**config.mk**
```make
export PLATFORM = sky130hd
export DESIGN_NAME = tanh_share_arb
export DESIGN_NICKNAME = d
export VERILOG_FILES = /design/src/rtl/tanh_arb_pkg.sv /design/src/rtl/tanh_share_arb_rr_arbiter.sv /design/src/rtl/tanh_share_arb.sv
export SDC_FILE = /design/constraint.sdc
export NUM_CORES = 1
export LEC_CHECK = 0
export ABC_AREA = 1
export CORE_AREA = 2 2 85 87
export CTS_CLUSTER_DIAMETER = 120
export DETAILED_ROUTE_END_ITERATION = 8
export DIE_AREA = 0 0 87 89
export PLACE_DENSITY = 0.82
export SLEW_MARGIN = 20
export SYNTH_ARGS = -nofsm -noshare
export SYNTH_HDL_FRONTEND = slang
export SYNTH_SLANG_ARGS = --single-unit
```
**constraint.sdc**
```tcl
create_clock -name clk -period 6 [get_ports clk]
set_input_delay 0.6 -clock clk [delete_from_list [all_inputs] [get_ports clk]]
set_output_delay 0.6 -clock clk [all_outputs]
set_load 0.1 [all_outputs]
```
**src/rtl/tanh_arb_pkg.sv**
```systemverilog
// tanh_arb_pkg
// Shared types and helpers for the tanh evaluation-unit arbiter.
//   ID_W     : requester id width, sized for the largest supported
//              requester count (8).
//   CODE_W   : working width for the saturation compare. It must be at
//              least the code width used by the top.
//   tag_t    : {vld, id} entry carried alongside a model evaluation.
//   sat_code : clamps a signed code to [-lim, +lim].
package tanh_arb_pkg;

  localparam int ID_W   = 3;
  localparam int CODE_W = 32;

  typedef struct packed {
    logic            vld;
    logic [ID_W-1:0] id;
  } tag_t;

  // Callers sign-extend the code to CODE_W first, so the comparison is a
  // full-width signed compare and never wraps.
  function automatic logic signed [CODE_W-1:0] sat_code(
    input logic signed [CODE_W-1:0] x,
    input logic signed [CODE_W-1:0] lim
  );
    if (x > lim) begin
      return lim;
    end else if (x < -lim) begin
      return -lim;
    end else begin
      return x;
    end
  endfunction

endpackage

```
**src/rtl/tanh_share_arb_rr_arbiter.sv**
```systemverilog
// rr_arbiter
// N-way round-robin arbiter. It grants the first requesting index at or
// after the pointer, wrapping modulo N.
//   clk, rst_n : clock, asynchronous active-low reset
//   i_req      : request vector
//   i_advance  : grant was taken this cycle, so the pointer moves past it
//   o_grant    : one-hot grant, or zero when no request is present
//   o_idx      : binary index of the grant
module rr_arbiter
  import tanh_arb_pkg::*;
#(
  parameter int N = 4
) (
  input  logic            clk,
  input  logic            rst_n,
  input  logic [N-1:0]    i_req,
  input  logic            i_advance,
  output logic [N-1:0]    o_grant,
  output logic [ID_W-1:0] o_idx
);

  logic [ID_W-1:0] r_ptr;
  logic [N-1:0]    w_mask;
  logic [N-1:0]    w_hi;
  logic [N-1:0]    w_pick;
  logic [N-1:0]    w_grant;
  logic [ID_W-1:0] w_idx;

  // Requests at or above the pointer take priority. If there are none,
  // the search wraps around to the lowest request overall.
  always_comb begin
    w_mask = '0;
    for (int k = 0; k < N; k++) begin
      w_mask[k] = (ID_W'(k) >= r_ptr);
    end
  end

  assign w_hi   = i_req & w_mask;
  assign w_pick = (|w_hi) ? w_hi : i_req;

  always_comb begin
    w_grant = '0;
    w_idx   = '0;
    for (int k = N - 1; k >= 0; k--) begin
      if (w_pick[k]) begin
        w_grant    = '0;
        w_grant[k] = 1'b1;
        w_idx      = ID_W'(k);
      end
    end
  end

  always_ff @(posedge clk or negedge rst_n) begin
    if (!rst_n) begin
      r_ptr <= '0;
    end else if (i_advance) begin
      r_ptr <= (w_idx == ID_W'(N - 1)) ? '0 : w_idx + ID_W'(1);
    end
  end

  assign o_grant = w_grant;
  assign o_idx   = w_idx;

endmodule

```
**src/rtl/tanh_share_arb.sv**
```systemverilog
// tanh_share_arb
// Time-shares one pipelined fixed-point tanh model among N_REQ requesters.
// The arbiter accepts at most one request per cycle. The accepted request
// is saturated and issued to the model one cycle later. A tag pipe that
// runs alongside the model steers the result back to the requester that
// issued it.
//   clk, rst_n            : clock, asynchronous active-low reset
//   req_valid/req_ready   : per-requester handshake (ready is one-hot or zero)
//   req_data              : requester i code at [i*WIDTH +: WIDTH]
//   resp_valid/resp_data  : one-cycle result pulse and shared result code
//   fn_in/fn_issue/fn_out : interface to the shared model (fn_out arrives
//                           LAT cycles after fn_issue)
//   busy                  : any request outstanding
module tanh_share_arb
  import tanh_arb_pkg::*;
#(
  parameter int N_REQ  = 4,
  parameter int WIDTH  = 18,
  parameter int LAT    = 2,
  parameter int IN_LIM = 8191
) (
  input  logic                   clk,
  input  logic                   rst_n,
  input  logic [N_REQ-1:0]       req_valid,
  output logic [N_REQ-1:0]       req_ready,
  input  logic [N_REQ*WIDTH-1:0] req_data,
  output logic [N_REQ-1:0]       resp_valid,
  output logic [WIDTH-1:0]       resp_data,
  output logic [WIDTH-1:0]       fn_in,
  output logic                   fn_issue,
  input  logic [WIDTH-1:0]       fn_out,
  output logic                   busy
);

  logic [N_REQ-1:0]        r_pending;
  logic [N_REQ-1:0]        r_resp_valid;
  logic [WIDTH-1:0]        r_resp_data;
  logic [WIDTH-1:0]        r_fn_in;
  tag_t                    r_issue_tag;

  logic [N_REQ-1:0]        w_elig;
  logic [N_REQ-1:0]        w_grant;
  logic [ID_W-1:0]         w_idx;
  logic                    w_accept;
  logic signed [WIDTH-1:0] w_sel_data;
  logic signed [WIDTH-1:0] w_sat;
  tag_t                    w_out_tag;
  logic [N_REQ-1:0]        w_clr;

  // A requester with a result still in flight is not eligible. This
  // limits each requester to one outstanding request.
  assign w_elig   = req_valid & ~r_pending;
  assign w_accept = |w_grant;

  rr_arbiter #(
    .N (N_REQ)
  ) u_arb (
    .clk       (clk),
    .rst_n     (rst_n),
    .i_req     (w_elig),
    .i_advance (w_accept),
    .o_grant   (w_grant),
    .o_idx     (w_idx)
  );

  always_comb begin
    w_sel_data = '0;
    for (int k = 0; k < N_REQ; k++) begin
      if (w_grant[k]) begin
        w_sel_data = req_data[k*WIDTH +: WIDTH];
      end
    end
  end

  assign w_sat = WIDTH'(sat_code(CODE_W'(w_sel_data), CODE_W'(IN_LIM)));

  // Issue stage. The tag is registered together with fn_in, so the tag
  // pipe entry lines up with fn_issue.
  always_ff @(posedge clk or negedge rst_n) begin
    if (!rst_n) begin
      r_fn_in     <= '0;
      r_issue_tag <= '0;
    end else begin
      r_issue_tag.vld <= w_accept;
      r_issue_tag.id  <= w_idx;
      if (w_accept) begin
        r_fn_in <= w_sat;
      end
    end
  end

  // The tag emerges in the same cycle that fn_out becomes valid. With
  // LAT=0 the model is combinational, so the issue tag is used directly.
  generate
    if (LAT == 0) begin : g_tag_comb
      assign w_out_tag = r_issue_tag;
    end else begin : g_tag_pipe
      tag_t r_tag_pipe [LAT];

      always_ff @(posedge clk or negedge rst_n) begin
        if (!rst_n) begin
          for (int k = 0; k < LAT; k++) begin
            r_tag_pipe[k] <= '0;
          end
        end else begin
          r_tag_pipe[0] <= r_issue_tag;
          for (int k = 1; k < LAT; k++) begin
            r_tag_pipe[k] <= r_tag_pipe[k-1];
          end
        end
      end

      assign w_out_tag = r_tag_pipe[LAT-1];
    end
  endgenerate

  always_comb begin
    w_clr = '0;
    for (int k = 0; k < N_REQ; k++) begin
      w_clr[k] = w_out_tag.vld && (w_out_tag.id == ID_W'(k));
    end
  end

  // A pending bit clears on the same edge that raises its resp_valid, so
  // the requester can be granted again in its response cycle. A clear and
  // a grant always target different requesters, because a pending
  // requester is never eligible.
  always_ff @(posedge clk or negedge rst_n) begin
    if (!rst_n) begin
      r_pending    <= '0;
      r_resp_valid <= '0;
      r_resp_data  <= '0;
    end else begin
      r_pending    <= (r_pending & ~w_clr) | w_grant;
      r_resp_valid <= w_clr;
      if (w_out_tag.vld) begin
        r_resp_data <= fn_out;
      end
    end
  end

  assign req_ready  = w_grant;
  assign resp_valid = r_resp_valid;
  assign resp_data  = r_resp_data;
  assign fn_in      = r_fn_in;
  assign fn_issue   = r_issue_tag.vld;
  assign busy       = |r_pending;

endmodule

```
# ---- Word level (Yosys, flattened, before mapping)
# Cells that the tools add are included.
dict set report word_totals {
  regBits 59
  input_bits 96
  out_inout_bits 46
  wordCells 52
}
dict set report classes {
  bitwise_logic 6
  reduce_logical 8
  addsub 1
  magnitude_cmp 6
  muxes 16
  eq_ne 4
}
# op count
set ops {}
lappend ops {{18-bit two-way mux} 6}
lappend ops {{4-bit two-way mux} 5}
lappend ops {{18-bit by 14-bit > comparator with 1-bit output, second input constant} 1}
lappend ops {{18-bit by 14-bit < comparator with 1-bit output, second input constant} 1}
lappend ops {{4-bit bitwise AND} 3}
lappend ops {{4-bit OR reduction} 3}
lappend ops {{2-bit two-way mux} 4}
lappend ops {{4-bit inverter} 2}
lappend ops {{3-bit by 2-bit == test with 1-bit output, second input constant} 2}
lappend ops {{1-bit by 3-bit >= comparator with 1-bit output, first input constant} 2}
lappend ops {{2-bit by 3-bit >= comparator with 1-bit output, first input constant} 2}
lappend ops {{1-bit logical AND} 4}
lappend ops {{4-bit bitwise OR} 1}
lappend ops {{2-bit by 1-bit adder with 3-bit output, second input constant} 1}
lappend ops {{3-bit by 1-bit == test with 1-bit output, second input constant} 1}
lappend ops {{3-bit logical NOT} 1}
lappend ops {{3-bit two-way mux} 1}
lappend ops {{2-bit == test, second input constant} 1}

# ---- Depth between registers and ports, before layout
dict set report depth {
  depth_word 16
  depth_mapped 24
  mapped_depth_nobuf 22
}

# ---- By module
# From an unflattened synthesis, not the netlist that was laid out.
dict set report hier_totals {
  hier_cells 377
  hier_area_um2 3175.5
}
# mod cells_each area_per_inst_um2 seq_area_each_um2 instances
set by_module_without_submodules {}
lappend by_module_without_submodules {tanh_share_arb 341 2961.6 1401.3 1}
lappend by_module_without_submodules {rr_arbiter 36 214.0 50.0 1}

# ---- Worst setup path before layout
# No wires, ideal clock.
dict set report synth_path {
  path_kind {input to register}
  start {input port req_valid[0]}
  end {register r_fn_in[9], in the netlist fn_in[9]}
  setup_time_ps 128
  setup_slack_ps 2763
  n_path_buf 1
  t_required_ps 5872
  arrival_time_ps 3109
  stages 21
  cell_sequence {inv_1 > nor2_1 > nand2_2 > nand2_1 > nor2_4 > nand2_2 > nand2_4 > nand2_2 > inv_1 > nand2_1 > nand2_1 > inv_1 > nand3_1 > nand2_1 > nor2_1 > nand2_1 > ha_1 > clkbuf_1 > inv_1 > o21ai_0 > nand3_2}
}
dict set report synth_between {
  word_cells_on_any_way 17
  cone_classes {order compare: 2; mux: 11; bitwise: 2; reduce/logical: 2}
}
# element line_no
set synth_rtl {}
lappend synth_rtl {{start: declaration} tanh_share_arb.sv:24} ;# input logic [N_REQ-1:0] req_valid,
lappend synth_rtl {{4-bit bitwise AND *} tanh_share_arb.sv:52} ;# assign w_elig = req_valid & ~r_pending;
lappend synth_rtl {{4-bit bitwise AND} tanh_share_arb_rr_arbiter.sv:38} ;# assign w_hi = i_req & w_mask;
lappend synth_rtl {{4-bit OR reduction} tanh_share_arb_rr_arbiter.sv:39} ;# assign w_pick = (|w_hi) ? w_hi : i_req;
lappend synth_rtl {{4-bit two-way mux *} tanh_share_arb_rr_arbiter.sv:39}
lappend synth_rtl {{4-bit two-way mux (2 in series)} tanh_share_arb_rr_arbiter.sv:45} ;# if (w_pick[k]) begin
lappend synth_rtl {{4-bit two-way mux *} tanh_share_arb_rr_arbiter.sv:45}
lappend synth_rtl {{named net req_ready[1]} tanh_share_arb.sv:25} ;# output logic [N_REQ-1:0] req_ready,
lappend synth_rtl {{18-bit two-way mux (3 in series)} tanh_share_arb.sv:69} ;# if (w_grant[k]) begin
lappend synth_rtl {{18-bit by 14-bit < comparator with 1-bit output} tanh_arb_pkg.sv:27} ;# end else if (x < -lim) begin
lappend synth_rtl {{18-bit two-way mux} tanh_arb_pkg.sv:27}
lappend synth_rtl {{18-bit two-way mux} tanh_arb_pkg.sv:25} ;# if (x > lim) begin
lappend synth_rtl {{end signal: assignment} tanh_share_arb.sv:87} ;# r_fn_in <= w_sat;
lappend synth_rtl {{end: declaration} tanh_share_arb.sv:38} ;# logic [WIDTH-1:0] r_fn_in;
# The timed path passes the listed nets; every way through them passes the cells marked *.
# A chain may end at the register's enable or synchronous reset.

# ---- Final worst setup path
dict set report layout_path {
  start {input port req_valid[0]}
  end {output port req_ready[1]}
}
dict set report layout_between {
  elab_chain_len 7
}
# element line_no
set layout_lines {}
lappend layout_lines {{4-bit bitwise AND *} tanh_share_arb.sv:52}
lappend layout_lines {{4-bit bitwise AND} tanh_share_arb_rr_arbiter.sv:38}
lappend layout_lines {{4-bit OR reduction} tanh_share_arb_rr_arbiter.sv:39}
lappend layout_lines {{4-bit two-way mux *} tanh_share_arb_rr_arbiter.sv:39}
lappend layout_lines {{4-bit two-way mux (2 in series)} tanh_share_arb_rr_arbiter.sv:45}
lappend layout_lines {{4-bit two-way mux *} tanh_share_arb_rr_arbiter.sv:45}
lappend layout_lines {{end: declaration} tanh_share_arb.sv:25}
# Mark *: on every way between the ends. The rest lies on a longest branch, timed or not.

==> flow_metrics.tcl <==
set metrics [dict create \
    cts.reportedPaths.clkPinSlew_ns 0.10 \
    grt_setup_unrepaired "false" \
    tightest_hold_check_type "register to register" \
    arrival_ns 3.39 \
    static-leakage-power_uw 0.00226 \
    worst-path-max-fanout 12 \
    1st_pass_router_iterations 4 \
    cp_slowest_stage_delay_ns 1.15 \
    fin_crit_sh_pct 66.4 \
    timing.critical_path.from "req_valid[0]" \
    wl_met3_um 758 \
    largest_net_degree_at_the_start_of_global_routing 56 \
    cts-hold-fix-buffers 0 \
    io_pins 142 \
    clock_buffer_count_from_cts 5 \
    outcome "completed" \
    route.detailed.drc 0 \
    post_cts_resized 0 \
    synthesis.area_per_instance_um2 7.44 \
    num_rows 30 \
    drt-vias-per-instance 4.93 \
    layout.nets 639 \
    number_of_sinks_on_the_clock_net 55 \
    crit-reg2reg-launch "u_arb.r_ptr[0]" \
    synth_cell_types 28 \
    max-cap-violations 0 \
    ant_nets 0 \
    slew_headroom_pct 32.4 \
    final_period_minus_worst_setup_slack_ns 3.99 \
    worst_ep_required_time_ns 5.40 \
    placeable_core_area_mm2 0.00672 \
    cts_tree "yes" \
    cts_max_level 2 \
    n_antenna_cell 0 \
    postCtsSetupBuffers 0 \
    utilization_pct 67.5 \
    gp_congestion 0.918 \
    crit_path_frequent_cell "nand2_1" \
    worstPathBufferInverterCount 4 \
    area_growth_syn_to_layout_pct 50.2 \
    setup.worst_path.end_class "output pin" \
    synth.top_cells.by_area "dfrtp_1, nand2_1, nand3_1, inv_1, nand3_2" \
    grt_pass1_vias 3121 \
    top_layer_used "met4" \
    grt_first_pass_wirelength_um 14000 \
    timing.setup.tns_ns 0 \
    layout.cells.most_common "nand2_1" \
    layout.cells.most_common_list "nand2_1, clkdlybuf4s50_1, dfrtp_1" \
    ys_seq_area_share_pct 45.6 \
    length_of_routed_met2_wiring_um 4210 \
    clockBufferDepth 2 \
    antenna_found_initial 0 \
    fmax_ghz 0.251 \
    clock_insertion_delay_worst_skew_ns 0.31 \
    floorplan.die.width_um 87 \
    finalClockSkew_ns 0.00918 \
    peak_supply_drop_mv 0.168 \
    start_util_pct 44.9 \
    synth_top_cell_by_area "dfrtp_1" \
    nFillCells 558 \
    yosys_warnings 0 \
    mappedNetlistArea_mm2 0.00302 \
    drive_gt1_share_pct 9.04 \
    input_output_buffers 141 \
    hold_violations 0 \
    cp_slowest_cell "clkdlybuf4s50_1" \
    area_share_of_the_leading_cell_type_in_the_synthesized_netlist_pct 45.6 \
    globalRouteTotalUtil_pct 23.2 \
    setup_viol_count_final 0 \
    synth_fp_nets 504 \
    number_of_drc_markers_in_iteration_0 189 \
    crit_path_cell_trace "clkdlybuf4s50_1 > inv_1 > nor2_1 > nand2_2 > nand2_1 > nor2_4 > nand2_1 > nand2_1 > nand2_2 > inv_1 > clkdlybuf4s50_1" \
    die_h_um 89 \
    cellPowerDensity_mw_per_mm2 529 \
    wirelength_um 8830 \
    syn_inst 406 \
    ys_ff_latch 55 \
    total_routed_wire_length_on_the_met1_layer_um 3680 \
    hpwlAfterDp_um 6910 \
    maxSlewViolCount 0 \
    critPathLaunchType "primary input" \
    cpLargestDelayFamily "buffers and inverters" \
    die-area_mm2 0.00774 \
    routed_wire_length_per_instance_um 14.2 \
    cts_root_buffer "clkbuf_8" \
    holdCritStartpoint "g_tag_pipe.r_tag_pipe[4]" \
    max_slew.worst_pin.slew_ns 1.01 \
    detailroute.via_count 3064 \
    total_congestion_overflow_after_global_routing 0 \
    worstSetupPathType "primary input to output pin" \
]
area by class of cell:
class	count	area, um2	share of cell area (%)
Timing Repair Buffer	143	1420	31.3
Sequential cell	55	1380	30.3
Multi-Input combinational cell	287	1360	30.0
Inverter	49	184	4.06
Tap cell	80	100	2.21
Clock buffer	5	68.8	1.52
Clock inverter	3	22.5	0.497
synth_stat cells, drive strengths merged:
cell / number
nand2: 161
dfrtp: 55
inv: 49
nand3: 48
nor2: 35
o21ai: 15
buf: 11
nor3: 9
or2: 7
clkbuf: 4
nand3b: 3
nand4: 3
ha: 2
o31ai: 2
a21oi: 1
o211ai: 1
kinds of logic after synthesis:
family	count (synthesis)	synth area share, %
AO/OA/AOI/OAI	19	3.77
adder cells (fa/ha/maj)	2	0.829
buffers and inverters	64	9.28
flip-flops	55	45.6
AND/OR/NAND/NOR	266	40.5
final timing paths:
path,slack (ns),cells after the start,to
worst max-delay path,2.01,11,req_ready[1]
worst min-delay path,0.36,0,g_tag_pipe.r_tag_pipe[0]
worst max register to register,2.71,18,fn_in[5]
worst min register to register,0.36,0,g_tag_pipe.r_tag_pipe[0]
max in group asynchronous,5.14,2,fn_in[0]
min in group asynchronous,0.41,2,resp_data[5]
state kept, by name, summed over array words and instances, names as in the netlist:
register / flops
fn_issue: 1
u_arb.r_ptr: 2
g_tag_pipe.r_tag_pipe: 6
r_pending: 4
r_issue_tag: 2
resp_valid: 4
resp_data: 18
fn_in: 18
per-stage QoR:
step,hold WS (ns),cells,power [uW],instance area [um2],worst slack [ns]
after floorplan,0.304,406,1810,3020,2.76
after global placement,0.331,614,2180,4440,2.08
after detailed placement,0.335,614,2200,4440,2.01
after CTS,0.358,622,2410,4540,2.02
after global routing,0.365,622,2520,4540,1.82
final,0.358,622,2400,4540,2.01
routing by layer:
metal,GRT usage [%],up-vias
met5,0,-
met4,7.81,0
met3,4.25,15
met2,42.2,147
met1,27.5,1380
li1,-,1522
where the power goes:
| part | internal [uW] | leakage (uW) | switching [uW] |
|---|---|---|---|
| sequential | 500 | 0.000662 | 80.6 |
| combinational | 382 | 0.00155 | 1230 |
| clock | 83.9 | 0.0000485 | 124 |
worst register-to-register path, cell delays in order, from the launching register on:
cell	delay [ns]
dfrtp_1	0.44
nor2_1	0.16
nand2_2	0.10
nand2_1	0.12
nor2_4	0.05
nand2_1	0.05
nand2_1	0.27
nor2_2	0.43
nand2_2	0.21
nor2_1	0.17
nor3_1	0.08
nand2_1	0.07
nor2_1	0.04
nand3_1	0.08
nand2_1	0.05
ha_1	0.42
inv_1	0.19
nand3_1	0.15
nand3_2	0.08
Power figures use the tool's default switching activity.
